===== config.mk =====
export PLATFORM = sky130hd
export DESIGN_NAME = tracking_iq_buffer
export DESIGN_NICKNAME = d
export VERILOG_FILES = /design/src/rtl/tracking_iq_buffer.sv
export SDC_FILE = /design/constraint.sdc
export NUM_CORES = 1
export LEC_CHECK = 0
export CAP_MARGIN = 20
export CORE_UTILIZATION = 40
export CTS_BUF_LIST = sky130_fd_sc_hd__clkbuf_8
export DETAILED_ROUTE_END_ITERATION = 6
export DONT_BUFFER_PORTS = 1
export REMOVE_ABC_BUFFERS = 1
export SYNTH_ARGS = -nofsm -noshare
export SYNTH_HDL_FRONTEND = slang
export SYNTH_SLANG_ARGS = --single-unit

===== constraint.sdc =====
create_clock -name clock -period 6.83 [get_ports clock]
set_clock_uncertainty 0.15 [all_clocks]
set_input_delay 2.049 -clock clock [delete_from_list [all_inputs] [get_ports clock]]
set_output_delay 2.049 -clock clock [all_outputs]
set_load 0.02 [all_outputs]

===== src/rtl/tracking_iq_buffer.sv =====
// Purpose: circular show-ahead buffer for I/Q accumulation words, with sticky overflow/underflow flags.
// Latency: q shows the oldest entry combinationally. A word written into an empty buffer appears on q the next cycle.
// Backpressure: full/almost_full/empty come from registered state only. A write while full is dropped unless a read happens in the same cycle.
module tracking_iq_buffer #(
    parameter int WIDTH       = 108,
    parameter int DEPTH       = 4,
    parameter int AFULL_LEVEL = DEPTH - 1
) (
    input  logic                     clock,
    input  logic                     reset,
    input  logic                     flush,
    input  logic                     wrreq,
    input  logic [WIDTH-1:0]         data,
    input  logic                     rdreq,
    input  logic                     clr_err,
    output logic [WIDTH-1:0]         q,
    output logic                     empty,
    output logic                     full,
    output logic                     almost_full,
    output logic [$clog2(DEPTH):0]   usedw,
    output logic                     overflow,
    output logic                     underflow
);

    localparam int AW = $clog2(DEPTH);
    localparam logic [AW:0] FULL_CNT  = (AW+1)'(DEPTH);
    localparam logic [AW:0] AFULL_CNT = (AW+1)'(AFULL_LEVEL);

    logic [WIDTH-1:0] mem [DEPTH];
    logic [AW-1:0]    wr_ptr;
    logic [AW-1:0]    rd_ptr;
    logic [AW:0]      count;

    logic wr_acc;
    logic rd_acc;
    logic ovf_set;
    logic unf_set;

    // Accept decisions. A read in the same cycle frees a slot, so a write to a full buffer is still accepted then.
    always_comb begin
        rd_acc  = rdreq && !empty;
        wr_acc  = wrreq && (!full || rdreq);
        ovf_set = wrreq && full && !rdreq;
        unf_set = rdreq && empty;
    end

    // Status outputs come only from the count register.
    always_comb begin
        empty       = (count == '0);
        full        = (count == FULL_CNT);
        almost_full = (count >= AFULL_CNT);
        usedw       = count;
        q           = mem[rd_ptr];
    end

    // Storage write. It is blocked by reset and flush so that no request from that cycle completes.
    always_ff @(posedge clock) begin
        if (!reset && !flush && wr_acc) begin
            mem[wr_ptr] <= data;
        end
    end

    // Pointers and count. Reset and flush both clear them. They wrap naturally because DEPTH is a power of two.
    always_ff @(posedge clock) begin
        if (reset || flush) begin
            wr_ptr <= '0;
            rd_ptr <= '0;
            count  <= '0;
        end else begin
            if (wr_acc) begin
                wr_ptr <= wr_ptr + AW'(1);
            end
            if (rd_acc) begin
                rd_ptr <= rd_ptr + AW'(1);
            end
            if (wr_acc && !rd_acc) begin
                count <= count + (AW+1)'(1);
            end else if (rd_acc && !wr_acc) begin
                count <= count - (AW+1)'(1);
            end
        end
    end

    // Sticky error flags. clr_err wins over a same-cycle set. A flush cycle never sets them.
    always_ff @(posedge clock) begin
        if (reset || clr_err) begin
            overflow  <= 1'b0;
            underflow <= 1'b0;
        end else if (!flush) begin
            if (ovf_set) begin
                overflow <= 1'b1;
            end
            if (unf_set) begin
                underflow <= 1'b1;
            end
        end
    end

endmodule


### Word level (Yosys, flattened, before mapping)

Memory sizes are Yosys's and may differ from the RTL's. A register that Yosys moved wholly into a read port is not among the register bits.
Cells that the tools add are included.
Widths: inputs -> output; s select.

| word-level totals | value |
|---|---|
| register bits after elaboration | 9 |
| latch bits | 0 |
| RAM bits | 432 |
| memory bits (read-only) | 0 |
| input port bits | 114 |
| output and inout bits | 116 |
| logic and storage cells | 42 |
| memories | 1 |

| cells by class | value |
|---|---|
| $add $sub $neg | 4 |
| multiply operators | 0 |
| div/mod/pow operators | 0 |
| magnitude comparators | 1 |
| eq/ne operators | 1 |
| shifts and indexed selects | 0 |
| mux-type cells | 6 |
| bitwise operators | 1 |
| reductions and logical operators | 23 |

Memories:

| name | words | width | rd ports | clocked after memory_dff | write ports | line | text |
|---|---|---|---|---|---|---|---|
| mem | 4 | 108 | 1 | 1 | 1 | 29 | `logic [WIDTH-1:0] mem [DEPTH];` |

Operators with widths:

| operator | count |
|---|---|
| $logic_and 1x1->1 | 9 |
| $logic_not 1->1 | 7 |
| $mux 3 | 2 |
| $add 2x1->2 const B | 2 |
| $mux 2 | 2 |
| $reduce_and 2->1 | 2 |
| $add 3x1->3 const B | 1 |
| $eq 3x3->1 const B | 1 |
| $ge 3x2->1 const B | 1 |
| $logic_not 3->1 | 1 |
| $logic_or 1x1->1 | 3 |
| $sub 3x1->3 const B | 1 |
| $mux 1 | 2 |
| $reduce_bool 2->1 | 1 |
| $not 1->1 | 1 |

### Longest topological paths before layout

| depth | value |
|---|---|
| word-level depth | 8 |
| mapped depth | 9 |

### Worst setup path before layout

Ideal clock, no wire load.

| path | value |
|---|---|
| path type | input port to flip-flop |
| start point | input port rdreq |
| end point | memory mem[0][0], enable pin |
| library setup time | 0.480 ns |
| arrival | 4.866 ns |
| setup slack | 1.334 ns |
| stages | 3 |
| cells stage by stage | nor4b_2 -> nor2_1 -> and3_1 |

| on the way | value |
|---|---|
| longest elaborated chain between the ends | 5 |

Ends and longest elaborated chain:

| item | line | text |
|---|---|---|
| start: declaration | 14 | `input logic rdreq,` |
| $logic_or 1x1->1 | 42 | `wr_acc = wrreq && (!full \|\| rdreq);` |
| $logic_and 1x1->1 | 42 |  |
| via wr_acc | 34 | `logic wr_acc;` |
| $logic_and 1x1->1 | 58 | `if (!reset && !flush && wr_acc) begin` |
| $mux 1 | 58 |  |
| $mux 1 (implied by the code) | 59 | `mem[wr_ptr] <= data;` |
| end: declaration | 29 |  |

The timed path passes the listed nets, and every way through them passes these cells.

==> out/qor.txt <==
status -> complete, no violations
Pwr Total -> 5.49 mW
sequential cell area fraction in the yosys report -> 0.819
vias in the first global route -> 7282
clk buf depth -> 3
Clock transition at path regs -> 60 ps
max cap viols -> 0
Slew HR -> 0.375
initial antenna violation count -> 0
row count -> 73
Area contributors post-synth -> edfxtp_1, mux4_2, dfxtp_1
layout cells sized above 1 -> 0.306
YS warnings -> 0
final hold vios -> 0
RSZ-0062 raised after global routing -> no
actual slew at the worst max-slew pin -> 938 ps
Die ar. -> 0.0411 mm^2
DRT iter0 DRCs -> 343
Hold/Removal Path Class -> reg -> reg
leading area contributor after synthesis -> edfxtp_1
Worst Setup End Kind -> primary output
Tcrit/Tclk final -> 0.738
HP Start -> rd_ptr[0]
Clock Tree Root -> clkbuf_8
CTS Sinks -> 443
hold_buf cts -> 0
Worst-Skew Late Latency -> 600 ps
Crit Path Max Fanout -> 44
arrival time at the worst endpoint -> 2840 ps
CTS resizes -> 0
Max VDD drop -> 182 uV
WL final -> 30400 um
share of the synthesized area in the top cell type -> 0.805
total CTS buffers -> 72
number of diodes -> 0
# IOs -> 230
largest net degree at the start of global routing -> 45
# setup viols final -> 0
hpwl dp -> 18800 um
Overall Global Routing Usage -> 0.150
CTS tree -> built
H-tree levels -> 3
critical path class -> reg -> out
synthesis-stage register bit count -> 443
layout net count -> 805
most common cell after layout, fill and taps aside -> edfxtp_1
Synth-to-Final Area Change -> 13.0%
DRT antenna net count -> 0
most frequent cells in the layout -> edfxtp_1, mux4_2, clkbuf_8
Non-Filler Instances -> 1267
DRT Pass-1 Iters -> 6
slowest cell delay on critical path -> 950 ps
first-pass GRT wire length -> 45000 um
initial core utilization -> 0.405
Cells after Synth -> 625
post-route minimum period -> 5040 ps
dpl cells -> 1136
core area -> 0.0397 mm^2
Worst EP required -> 4630 ps
Setup crit start kind -> flop
vias per inst -> 5.21
Cell Area, Synth -> 0.0161 mm^2
Crit-path slowest cell -> dfxtp_4
Max Freq -> 0.198 GHz
die height -> 203 um
IO buf count -> 0
Layout Utilization -> 0.458
# DRC -> 0
postcts setup bufs -> 0
RR Startpoint -> usedw[0]
synth unique cells -> 27
routability cong. -> 0.809
P_leak -> 5.58 nW
hold_ws -> 378 ps
total grt overflow -> 0
Syn Area/Cell -> 25.8 um^2
PwrDens -> 302 mW/mm^2
worst path cell trace -> buf_4 > mux4_2
Die Width -> 203 um
Slew Viols, Final -> 0
via count -> 6606
Routed wire per std cell -> 24.0 um
path summary, 6_finish.rpt:
kind,to,slack (ps),cells past startpoint
setup / recovery,q[46],1790,2
hold / removal,rd_ptr[0],380,2
setup reg to reg,mem[2][67],3760,4
hold reg to reg,rd_ptr[0],380,2
state kept, by name, summed over array words and instances (netlist names), named ones only:
signal     cells
wr_ptr         2
overflow       1
underflow      1
usedw          3
mem          432
rd_ptr         2
layout make-up:
type                       count  area, um^2
sequential                   443       13200
timing repair buffer          12         103
fill                        3253       21500
tap                          525         657
multi-input combinational    151        2770
inverter                       5        18.8
clock inverter                53         380
clock buffer                  78        1070
routing by layer:
| layer | GRT usage | wire length [um] | vias up |
|---|---|---|---|
| li1 | - | - | 2816 |
| met5 | 0 | 0 | - |
| met3 | 0.0648 | 2800 | 59 |
| met1 | 0.173 | 11500 | 3497 |
| met2 | 0.244 | 15300 | 234 |
| met4 | 0.0639 | 747 | 0 |
power by group:
| group | leakage [nW] | internal [mW] | switching (mW) |
|---|---|---|---|
| logic | 0.762 | 0.0680 | 0.111 |
| registers | 3.99 | 3.02 | 0.0232 |
| clock network | 0.826 | 1.28 | 0.988 |
| total | 5.58 | 4.37 | 1.12 |
synth_stat cells:
cell / n
xor2_1: 4
o21ai_0: 3
a31oi_1: 2
o311ai_0: 1
nor3_1: 3
a21o_1: 1
fa_1: 1
buf_6: 3
mux4_2: 108
nor3b_1: 1
o31ai_1: 1
and3_1: 4
nand3_1: 2
nor2_1: 7
nor4b_2: 1
or3_1: 1
or2_2: 1
buf_8: 1
ha_1: 5
or4b_1: 1
mux2i_1: 1
dfxtp_1: 11
inv_1: 5
buf_2: 13
clkbuf_1: 9
edfxtp_1: 432
a21oi_1: 3
metrics by stage:
stage	setup WS, ps	TNS, ps	instance area [um^2]
global placement	2360	0	16700
detailed placement	2290	0	16700
global route	1470	0	18200
CTS	1600	0	18200
finish	1790	0	18200
floorplan	-583	-62970	16000
critical path, delay by kind of cell, from the launching register on:
family / cells / cell delay (ps)
muxes: 1 / 660
buffers and inverters: 1 / 560
DFF: 1 / 950
logic make-up after synthesis:
family / after synthesis / share of synthesized area
compound gates: 11 / 0.00412
xor+xnor: 4 / 0.00217
fa+ha+maj: 6 / 0.00513
buf+inv: 31 / 0.0103
flops: 443 / 0.819
mux: 109 / 0.152
simple gates: 21 / 0.00754
No activity file was read; power rests on OpenSTA's default activity.
